## src/rtl/seven_segment_scan_reader.sv

```systemverilog
// ============================================================================
// seven_segment_scan_reader
// Decodes a multiplexed 4-digit seven-segment bus back into a 16-bit word.
// Revision: 1.0
// ============================================================================
`default_nettype none

module seven_segment_scan_reader #(
    parameter int SETTLE_CYCLES = 2,
    parameter int SCAN_TIMEOUT  = 1024
) (
    input  logic        clock,
    input  logic        reset_n,
    input  logic [6:0]  light_segment,
    input  logic [3:0]  digit_enable,
    output logic [15:0] word_value,
    output logic        word_valid,
    output logic        word_error,
    output logic        frame_abort
);

    typedef enum logic [1:0] {
        S_IDLE     = 2'd0,
        S_SETTLE   = 2'd1,
        S_WAIT     = 2'd2,
        S_COMPLETE = 2'd3
    } state_t;

    localparam logic [3:0]  c_SETTLE      = 4'(SETTLE_CYCLES);
    localparam logic [15:0] c_TIMEOUT     = 16'(SCAN_TIMEOUT);
    localparam bit          c_SETTLE_ZERO = (SETTLE_CYCLES == 0);

    // Returns {pattern_is_legal, nibble}; illegal patterns decode to 0.
    function automatic logic [4:0] decode_seg(input logic [6:0] seg);
        logic [4:0] r;
        case (seg)
            7'h3F:   r = 5'h10;
            7'h06:   r = 5'h11;
            7'h5B:   r = 5'h12;
            7'h4F:   r = 5'h13;
            7'h66:   r = 5'h14;
            7'h6D:   r = 5'h15;
            7'h7D:   r = 5'h16;
            7'h07:   r = 5'h17;
            7'h7F:   r = 5'h18;
            7'h6F:   r = 5'h19;
            7'h77:   r = 5'h1A;
            7'h7C:   r = 5'h1B;
            7'h39:   r = 5'h1C;
            7'h5E:   r = 5'h1D;
            7'h79:   r = 5'h1E;
            7'h71:   r = 5'h1F;
            default: r = 5'h00;
        endcase
        return r;
    endfunction

    state_t      state_q, state_d;
    logic [3:0]  enable_prev_q;
    logic [1:0]  expect_q, expect_d;
    logic [3:0]  settle_cnt_q, settle_cnt_d;
    logic [15:0] timeout_cnt_q, timeout_cnt_d;
    logic [15:0] frame_q, frame_d;
    logic        err_q, err_d;
    logic [15:0] word_value_q, word_value_d;
    logic        word_valid_q, word_valid_d;
    logic        word_error_q, word_error_d;
    logic        frame_abort_q, frame_abort_d;

    logic        w_seg_ok;
    logic [3:0]  w_seg_nib;
    logic        w_onehot;
    logic        w_multi;
    logic        w_changed;
    logic        w_event;
    logic [1:0]  w_digit;
    logic        w_abort;
    logic        w_start0;
    logic        w_cap;
    logic [1:0]  w_cap_digit;

    assign {w_seg_ok, w_seg_nib} = decode_seg(light_segment);

    assign w_onehot  = (digit_enable != 4'b0000) &&
                       ((digit_enable & (digit_enable - 4'd1)) == 4'b0000);
    assign w_multi   = (digit_enable != 4'b0000) && !w_onehot;
    assign w_changed = (digit_enable != enable_prev_q);
    assign w_event   = w_onehot && w_changed;

    always_comb begin
        w_digit = 2'd0;
        case (digit_enable)
            4'b0010: w_digit = 2'd1;
            4'b0100: w_digit = 2'd2;
            4'b1000: w_digit = 2'd3;
            default: w_digit = 2'd0;
        endcase
    end

    always_comb begin
        state_d       = state_q;
        expect_d      = expect_q;
        settle_cnt_d  = settle_cnt_q;
        timeout_cnt_d = timeout_cnt_q;
        frame_d       = frame_q;
        err_d         = err_q;
        word_value_d  = word_value_q;
        word_valid_d  = 1'b0;
        word_error_d  = 1'b0;
        frame_abort_d = 1'b0;
        w_abort       = 1'b0;
        w_start0      = 1'b0;
        w_cap         = 1'b0;
        w_cap_digit   = expect_q;

        case (state_q)
            S_IDLE, S_COMPLETE: begin
                state_d = S_IDLE;
                if (w_event && (w_digit == 2'd0)) w_start0 = 1'b1;
            end
            S_SETTLE: begin
                if (w_changed) begin
                    w_abort = 1'b1;
                    if (w_event && (w_digit == 2'd0)) w_start0 = 1'b1;
                end else if (settle_cnt_q == c_SETTLE) begin
                    w_cap = 1'b1;
                end else begin
                    settle_cnt_d = settle_cnt_q + 4'd1;
                end
            end
            S_WAIT: begin
                if (w_multi) begin
                    w_abort = 1'b1;
                end else if (w_event) begin
                    if (w_digit == expect_q) begin
                        if (c_SETTLE_ZERO) begin
                            w_cap = 1'b1;
                        end else begin
                            state_d      = S_SETTLE;
                            settle_cnt_d = 4'd1;
                        end
                    end else begin
                        w_abort = 1'b1;
                        if (w_digit == 2'd0) w_start0 = 1'b1;
                    end
                end else if (timeout_cnt_q == c_TIMEOUT) begin
                    w_abort = 1'b1;
                end else begin
                    timeout_cnt_d = timeout_cnt_q + 16'd1;
                end
            end
            default: state_d = S_IDLE;
        endcase

        if (w_abort) begin
            frame_abort_d = 1'b1;
            frame_d       = 16'h0000;
            err_d         = 1'b0;
            state_d       = S_IDLE;
        end

        // A digit-0 event restarts the frame even when it also aborted one.
        if (w_start0) begin
            expect_d = 2'd0;
            frame_d  = 16'h0000;
            err_d    = 1'b0;
            if (c_SETTLE_ZERO) begin
                w_cap       = 1'b1;
                w_cap_digit = 2'd0;
            end else begin
                state_d      = S_SETTLE;
                settle_cnt_d = 4'd1;
            end
        end

        if (w_cap) begin
            frame_d[{w_cap_digit, 2'b00} +: 4] = w_seg_nib;
            err_d = err_d | ~w_seg_ok;
            if (w_cap_digit == 2'd3) begin
                word_value_d = frame_d;
                word_valid_d = 1'b1;
                word_error_d = err_d;
                frame_d      = 16'h0000;
                err_d        = 1'b0;
                state_d      = S_COMPLETE;
            end else begin
                expect_d      = w_cap_digit + 2'd1;
                timeout_cnt_d = 16'd1;
                state_d       = S_WAIT;
            end
        end
    end

    always_ff @(posedge clock or negedge reset_n) begin
        if (!reset_n) begin
            state_q       <= S_IDLE;
            enable_prev_q <= 4'b0000;
            expect_q      <= 2'd0;
            settle_cnt_q  <= 4'd0;
            timeout_cnt_q <= 16'd0;
            frame_q       <= 16'h0000;
            err_q         <= 1'b0;
            word_value_q  <= 16'h0000;
            word_valid_q  <= 1'b0;
            word_error_q  <= 1'b0;
            frame_abort_q <= 1'b0;
        end else begin
            state_q       <= state_d;
            enable_prev_q <= digit_enable;
            expect_q      <= expect_d;
            settle_cnt_q  <= settle_cnt_d;
            timeout_cnt_q <= timeout_cnt_d;
            frame_q       <= frame_d;
            err_q         <= err_d;
            word_value_q  <= word_value_d;
            word_valid_q  <= word_valid_d;
            word_error_q  <= word_error_d;
            frame_abort_q <= frame_abort_d;
        end
    end

    assign word_value  = word_value_q;
    assign word_valid  = word_valid_q;
    assign word_error  = word_error_q;
    assign frame_abort = frame_abort_q;

endmodule

`default_nettype wire

```

## config.mk

```make
export PLATFORM = sky130hd
export DESIGN_NAME = seven_segment_scan_reader
export DESIGN_NICKNAME = d
export VERILOG_FILES = /design/src/rtl/seven_segment_scan_reader.sv
export SDC_FILE = /design/constraint.sdc
export NUM_CORES = 1
export LEC_CHECK = 0
export ABC_AREA = 1
export CAP_MARGIN = 25
export CORE_MARGIN = 2
export CORE_UTILIZATION = 53
export DETAILED_ROUTE_END_ITERATION = 6
export MAX_ROUTING_LAYER = met4
export PLACE_DENSITY = 0.84
export SYNTH_ARGS = -nofsm -noshare
export SYNTH_HDL_FRONTEND = slang
export SYNTH_SLANG_ARGS = --single-unit
```

## constraint.sdc

```tcl
create_clock -name clock -period 1.6 [get_ports clock]
set_input_delay 0.24 -clock clock [delete_from_list [all_inputs] [get_ports clock]]
set_output_delay 0.24 -clock clock [all_outputs]
set_load 0.005 [all_outputs]
```

* Word level (Yosys, flattened, before mapping)
Index checks and enable logic that the tools add are counted.
** Word-level totals
- Flip-flop bits (word level) :: 64
- Output and inout bits :: 19
- Logic and storage cells :: 127
** Operators by class
- Add/subtract/negate cells :: 5
- Equal/unequal tests :: 35
- Shift operators :: 2
- Multiplexer cells :: 56
- Bitwise logic cells :: 3
- Reduce and logical (&&, ||, !) cells :: 15
** Operators with widths (count)
- 16-bit two-way mux :: 10
- 7-bit == test, second input constant :: 12
- 5-bit one-hot mux with 16 select lines :: 1
- 1-bit two-way mux :: 24
- 4-bit two-way mux :: 6
- 2-bit two-way mux :: 9
- 16-bit by 1-bit adder with 16-bit output, second input constant :: 1
- 16-bit bitwise mux :: 1
- 16-bit by 11-bit == test with 1-bit output, second input constant :: 1
- 4-bit by 6-bit variable shift with 16-bit output, first input constant :: 1
- 4-bit by 6-bit variable part select with 16-bit output :: 1
- 3-bit != test, second input constant :: 5
- 5-bit != test, second input constant :: 3
- 7-bit by 3-bit == test with 1-bit output, second input constant :: 2
- 7-bit by 6-bit == test with 1-bit output, second input constant :: 2
- 4-bit by 2-bit == test with 1-bit output, second input constant :: 2
- 4-bit one-hot mux with 2 select lines :: 1
- 2-bit == test, second input constant :: 3
- 4-bit negation with 6-bit output :: 1
- 2-bit one-hot mux with 3 select lines :: 1
- 6-bit AND reduction :: 1
- 5-bit nonzero test :: 1
- 4-bit by 1-bit adder with 4-bit output, second input constant :: 1
- 4-bit bitwise AND :: 1
- 21 further kinds :: 25

* Depth between registers and ports, before layout
Gate-level depths: netlist of the first run.
- Word-level depth :: 13
- Gate-level depth with buffers :: 17
- Depth with buffers taken out :: 16

* Least setup slack after synthesis of the first run
OpenSTA, ideal clock, no wires.
- Kind :: flip-flop to flip-flop
- From :: reg expect_q[0]
- To :: reg word_value_q[0] (netlist: word_value[0])
- Arrival :: 1.707 ns
- Path slack :: -0.172 ns
- Cell stages (with the launch flop) :: 8
- Path buffers :: 0
- Clock period less this slack :: 1.772 ns
- Cells stage by stage :: dfrtp_1 -> inv_1 -> ha_1 -> nor4_1 -> nand3_1 -> nand2_1 -> nand2_1 -> nand2_1
** On the way
- Longest elaborated chain between the ends :: 8
- Elaborated cells on any way between the ends :: 17
- Classes of those cells :: 1 x add/sub; 2 x eq/ne; 2 x shift; 11 x mux; 1 x reduce/logical
** RTL lines
- start: declaration :: line 60 : logic [1:0] expect_q, expect_d;
- start signal: assignment :: line 210 : expect_q <= expect_d;
- 2-bit == test :: line 135 : if (w_digit == expect_q) begin
- 1-bit two-way mux :: line 135
- 1-bit two-way mux :: line 134 : end else if (w_event) begin
- 1-bit two-way mux :: line 132 : if (w_multi) begin
- 1-bit one-hot mux with 2 select lines :: line 116 : case (state_q)
- 16-bit two-way mux :: line 155 : if (w_abort) begin
- 16-bit two-way mux :: line 163 : if (w_start0) begin
- 16-bit bitwise mux :: line 177 : frame_d[{w_cap_digit, 2'b00} +: 4] = w_seg_nib;
- end signal: assignment :: line 215 : word_value_q <= word_value_d;
- end: declaration :: line 65 : logic [15:0] word_value_q, word_value_d;
Several ways; a longest one is shown, not always the timed one.
A chain may end at the register's enable or synchronous reset.

* Final worst setup path of the first run
- From :: reg expect_q[1]
- To :: reg frame_q[11]
** On the way
- Longest elaborated chain between the ends :: 10
- Elaborated cells on any way between the ends :: 18
- Classes of those cells :: 1 x add/sub; 2 x eq/ne; 2 x shift; 13 x mux
** RTL lines
- 2-bit == test :: line 135
- 1-bit two-way mux :: line 135
- 1-bit two-way mux :: line 134
- 1-bit two-way mux :: line 132
- 1-bit one-hot mux with 2 select lines :: line 116
- 16-bit two-way mux :: line 155
- 16-bit two-way mux :: line 163
- 16-bit bitwise mux :: line 177
- 16-bit two-way mux :: line 179 : if (w_cap_digit == 2'd3) begin
- 16-bit two-way mux (*) :: line 176 : if (w_cap) begin
- via frame_d[11] :: line 63 : logic [15:0] frame_q, frame_d;
- end signal: assignment :: line 213 : frame_q <= frame_d;
- end: declaration :: line 63
Mark *: on every way through the listed nets, which the timed path passes. The rest lies on a longest branch.

==> metrics.cfg, run 1 <==
[logic_synthesis]
seq_area_frac_synth=0.412
yosys.cell_count.top_type=nand2_1
ys_types=32
synth-edff-count=0
synthTopCellsByArea=dfrtp_1 41%, nand2_1 19%, nand3_1 6.2%, inv_1 5.4%, nand4_1 5.3%
async_reset_ff_frac=1.00
syn-num-nets=566
ys_seq_elements=64
synth_top_area_cell=dfrtp_1
ys_warn_count=0
syn_area_per_cell_sq_um=7.19
ys.flop_type=dfrtp_1
synth_commonest_cells=197 x nand2_1, 64 x dfrtp_1, 56 x inv_1
syn_area_sq_um=3890
yosysTopAreaCellShare=0.412
synth_cells=541

[die]
io_pins=32
coreArea_sq_um=7180
die_h_um=89.7
core.rowCount=31
start_util=0.542
die_w_um=89.7
die_area_sq_um=8040

[sta]
hold_viol=0
timing.final.ws_setup_ns=-0.350
post-route-period-util=1.22
drv_slew=0
max_slew_margin=0.757
hold_slack_ns=0.236
tns_ns=-14.17
setup_viol=59
rsz0062_at_grt=true
worst_slew_pin_slew_ns=0.362
final.min_clock_period_ns=1.95
skew_ns=0.00699
max_freq_ghz=0.513

[cts]
clockRootBuffer=clkbuf_8
clk_path_buf_depth=2
htreeDepth=3
clkTransAtPathRegs_ns=0.08
cts_sinks=64
clk_latency_ns=0.36
numCtsBuffers=9
tritoncts=yes

[place]
dp.cells=740
place.gp.congestion=0.944
place_ws_ns=-0.712
placed_area_sq_um=4900
portBuffers=31
dp_hpwl_um=7460

[min_path]
whs_endpoint=enable_prev_q[0]
whs_path_depth=1
min_from=digit_enable[0]
hold_path.class=input pin to flop

[drt]
dr.pass1.iters=6
routed-via-count=4449
drt_iter0_drc=442
routed_wl_um=13400
drc_errors=0
postRouteAntennaNets=0
wl_per_cell_um=17.3
avgViaCountPerCell=5.76

[final_layout]
fin_cells=773
nNetsFinal=694
antennaDiodeCount=0
fin_area_sq_um=5710
multi_input_area_sq_um=2340
drive_above_1_share=0.319
fill_cells=433
finish.utilization=0.795
regArea_sq_um=1600
syn2layout_area_growth_pct=46.8

[worst_setup_path]
crit_chain=buf_4 > nand4_1 > nand2_1 > nand2_1 > nand2_1 > nand2_2 > nand2_2 > nand2_4 > nand2_8 > buf_12 > nand4_1 > nand2_1 > nand2_1 > nand2_1
cpMostUsedCell=nand2_1
crit_path_max_fanout=6
critical_path_required_ns=1.85
crit_path_start_kind=flop
slowest_stage=dfrtp_1
reg2reg_to=frame_q[11]
crit_arrival_ns=2.20
reg2reg_depth=14
critPathKind=flop to flop
cpPeakStageDelay_ns=0.42
timing.rr.start=expect_q[1]
endpoint_kind=flop
ff2ff_setup_slack_ns=-0.35

[global_routing]
grt_max_degree=65
gr-usage-met1=0.344
gr-usage-met3=0.0640
grt_use_total=0.300
antenna_found_initial=0
busiest_layer=met2
grt_pass1_wl_um=17900
gr-usage-met2=0.519
gr-total-overflow=0
grt_pass1_vias=4005

[power_and_ir_drop]
total_power_mw=4.81
vdd_drop_max_v=0.000637
p_leak_nw=2.91
power.density_nw_per_um2=843

[run_status]
violations=setup timing
status=complete, but fails checks

[job]
drv_cap=0

==> logic make-up after synthesis <==
logic type / count (synthesis) / synth area share
buf+inv: 76 / 0.0824
compound gates: 37 / 0.0515
fa+ha+maj: 12 / 0.0386
flops: 64 / 0.412
xor+xnor: 6 / 0.0135
simple gates: 346 / 0.402
==> report_power, final <==
| group | total, mW | leakage, nW | internal [mW] | switching, mW |
|---|---|---|---|---|
| logic | 1.41 | 1.93 | 0.597 | 0.810 |
| clock network | 1.61 | 0.106 | 0.917 | 0.688 |
| registers | 1.80 | 0.871 | 1.72 | 0.0821 |
==> what timing repair did <==
action | in CTS | in global routing
setup endpoints to repair | 60 | 60
hold buffers | 1 | 0
hold endpoints to repair | 64 | 0
setup buffers | 6 | 9
pin swaps | 17 | 32
cloned | 1 | 1
resized for setup | 51 | 78
==> worst max-delay path, delay by kind of cell, from the launching register on <==
kind,cells,cell delay (ns)
flip-flops,1,0.42
buffers and inverters,2,0.31
AND/OR/NAND/NOR,12,1.10
==> flip-flops by register name (all words and copies together) (netlist names) <==
signal         count
frame_q           16
timeout_cnt_q     16
word_value        16
enable_prev_q      4
settle_cnt_q       4
expect_q           2
state_q            2
err_q              1
frame_abort        1
word_error         1
word_valid         1
==> cell type report <==
type / instances / area share
Multi-Input combinational cell: 401 / 0.409
Sequential cell: 64 / 0.281
Timing Repair Buffer: 130 / 0.205
Inverter: 63 / 0.0449
Clock buffer: 11 / 0.0248
Tap cell: 99 / 0.0217
Clock inverter: 5 / 0.0140
==> layout by cell type (no fill, tap or decap), drive strengths merged <==
cell type        n
nor3            15
a21oi           16
clkdlybuf4s50   24
clkinvlp         2
o31ai            2
o21ai           16
dlymetal6s2s     2
nand3           48
inv             61
buf             98
nor4             3
clkbuf          12
nor3b            1
clkinv           3
nand2          204
o32ai            2
bufinv           2
nor2            42
nand4           33
dfrtp           64
xnor2            2
ha              12
o21a             1
dlygate4sd3      1
dlygate4sd2      4
xor2             4
==> worst max-delay path by stage <==
stage	cells after the start	slack, ns	end	start
4_1_cts	15	-0.18	frame_q[0]	enable_prev_q[0]
3_5_place_dp	13	-0.71	timeout_cnt_q[12]	digit_enable[2]
3_3_place_gp	15	-0.64	word_value[4]	digit_enable[1]
5_1_grt	14	-0.44	frame_q[11]	expect_q[1]
2_1_floorplan	15	-0.05	frame_q[3]	timeout_cnt_q[0]
6_report	14	-0.35	frame_q[11]	expect_q[1]
==> per-layer routing <==
metal	routed length, um	vias up
met1	4790	2038
met3	1050	97
li1	-	2013
met5	0	-
met2	6750	301
met4	787	0
Power figures use the tool's default switching activity.
==> run 2, diff against run 1 <==
--- a/config.mk
+++ b/config.mk
@@ -10,6 +10,7 @@
 export CORE_MARGIN = 2
 export CORE_UTILIZATION = 53
 export DETAILED_ROUTE_END_ITERATION = 6
+export GPL_TIMING_DRIVEN = 0
 export MAX_ROUTING_LAYER = met4
 export PLACE_DENSITY = 0.84
 export SYNTH_ARGS = -nofsm -noshare
==> metrics.cfg, run 2 (synthesized netlist as in run 1, its figures left out) <==
[run_status]
status=complete, but fails checks
violations=hold timing, setup timing

[die]
die_w_um=89.7
core.rowCount=31
coreArea_sq_um=7180
die_area_sq_um=8040
io_pins=32
die_h_um=89.7
start_util=0.542

[global_routing]
antenna_found_initial=0
grt_pass1_vias=4085
gr-total-overflow=0
grt_max_degree=65
grt_pass1_wl_um=19000
grt_use_total=0.320

[final_layout]
finish.utilization=0.760
syn2layout_area_growth_pct=40.3
mostFrequentLayoutCell=nand2_1
nNetsFinal=662
layout_common_cells=184 x nand2_1, 61 x dfrtp_1, 46 x inv_1, 39 x buf_4, 38 x nand3_1
fill_cells=452
drive_above_1_share=0.283
antennaDiodeCount=0

[sta]
rsz0062_at_grt=true
hold_viol=55
timing.final.ws_setup_ns=-0.455
worst_slew_pin_slew_ns=0.812
hold_slack_ns=-0.0340
post-route-period-util=1.28
skew_ns=0.0106
max_slew_margin=0.458
max_freq_ghz=0.487
final.min_clock_period_ns=2.06
setup_viol=59
drv_slew=0

[cts]
htreeDepth=3
clk_latency_ns=0.37
clockRootBuffer=clkbuf_8
tritoncts=yes
cts_sinks=64
numCtsBuffers=9
clk_path_buf_depth=2
clkTransAtPathRegs_ns=0.08

[min_path]
hold_path.class=input pin to asynchronous set/reset pin

[worst_setup_path]
crit_path_max_fanout=7
crit_arrival_ns=2.31
critical_path_required_ns=1.85
reg2reg_depth=15
crit_path_start_kind=input pin
cpPeakStageDelay_ns=0.30
timing.rr.start=expect_q[1]
reg2reg_to=frame_q[5]
ff2ff_setup_slack_ns=-0.43
crit_chain=dlygate4sd2_1 > nor2_2 > nand3_1 > nand2_1 > nand2_1 > nand2_1 > nand2_2 > nand2_2 > nand2_1 > nand2_1 > nand2_2 > buf_8 > buf_8 > nand4_1 > nand2_1 > nand2_1 > nand2_1
slowest_stage=dlygate4sd2_1
cpMostUsedCell=nand2_1
critPathKind=input pin to flop
endpoint_kind=flop

[power_and_ir_drop]
power.density_nw_per_um2=850
vdd_drop_max_v=0.000402
p_leak_nw=2.73
total_power_mw=4.64

[drt]
wl_per_cell_um=18.1
routed_wl_um=13400
drc_errors=0
drt_iter0_drc=477
postRouteAntennaNets=0
avgViaCountPerCell=5.97
routed-via-count=4427
dr.pass1.iters=6

[place]
portBuffers=31
place.gp.congestion=0.951
dp_hpwl_um=6620
place_ws_ns=-0.841

[job]
drv_cap=0

[run 2: cell types whose count changed in the layout (fill, tap and decap cells not counted), moves of 4 or more]
cell	before	now
nor2_2	16	12
buf_4	83	39
buf_6	9	20
dlygate4sd2_1	4	10
inv_2	12	7
clkdlybuf4s50_1	24	20
[run 2: worst max-delay path by stage]
stage / start / endpoint / cells past startpoint
2_1_floorplan: timeout_cnt_q[0] / frame_q[3] / 15
3_3_place_gp: reset_n / expect_q[0] / 1
3_5_place_dp: digit_enable[2] / expect_q[1] / 13
4_1_cts: enable_prev_q[0] / state_q[0] / 16
5_1_grt: digit_enable[1] / frame_q[5] / 17
6_report: digit_enable[1] / frame_q[5] / 17
[run 2: metrics by stage]
step | instances | hold WS (ns) | TNS, ns | cell area [sq um]
5_1_grt | 741 | 0.0460 | -26.31 | 5450
6_report | 741 | -0.0340 | -19.77 | 5450
2_1_floorplan | 541 | -0.0556 | -1.02 | 3910
3_5_place_dp | 671 | 0.385 | -43.38 | 4340
4_1_cts | 729 | 0.0143 | -7.53 | 5140
3_3_place_gp | 671 | 0.464 | -155.92 | 4340
[run 2: layout make-up]
class	count	area [sq um]	share of cell area
multi-input cells	401	2340	0.429
repair buffers	85	781	0.143
well taps	99	124	0.0227
clock buffers	10	138	0.0252
flip-flops and latches	64	1610	0.294
inverters	63	270	0.0496
plain buffers	13	136	0.0250
clock inverters	6	58.8	0.0108
[run 2: power by group]
part	switching [mW]	leakage [nW]	internal, mW	total [mW]
logic	0.812	1.76	0.554	1.37
registers	0.104	0.867	1.72	1.82
clock network	0.699	0.106	0.753	1.45
[run 2: repair_timing]
action / in CTS / in global routing
buffers inserted: 37 / 15
hold endpoints to repair: 0 / 0
resized for setup: 105 / 58
gates cloned: 5 / 0
hold buffers: 0 / 0
setup endpoints to repair: 59 / 60
pin swaps: 41 / 35
[run 2: layer usage]
metal  track usage  share of wire  vias to the layer above
li1              -              -                     1945
met3        0.0686          0.081                      115
met4         0.175          0.077                        0
met2         0.541           0.47                      318
met1         0.351           0.37                     2049
met5             -              0                        -
[run 2: worst max-delay path, delay by kind of cell]
| family | cells | cell delay, ns |
|---|---|---|
| buffers and inverters | 3 | 0.58 |
| AND/OR/NAND/NOR | 14 | 1.47 |
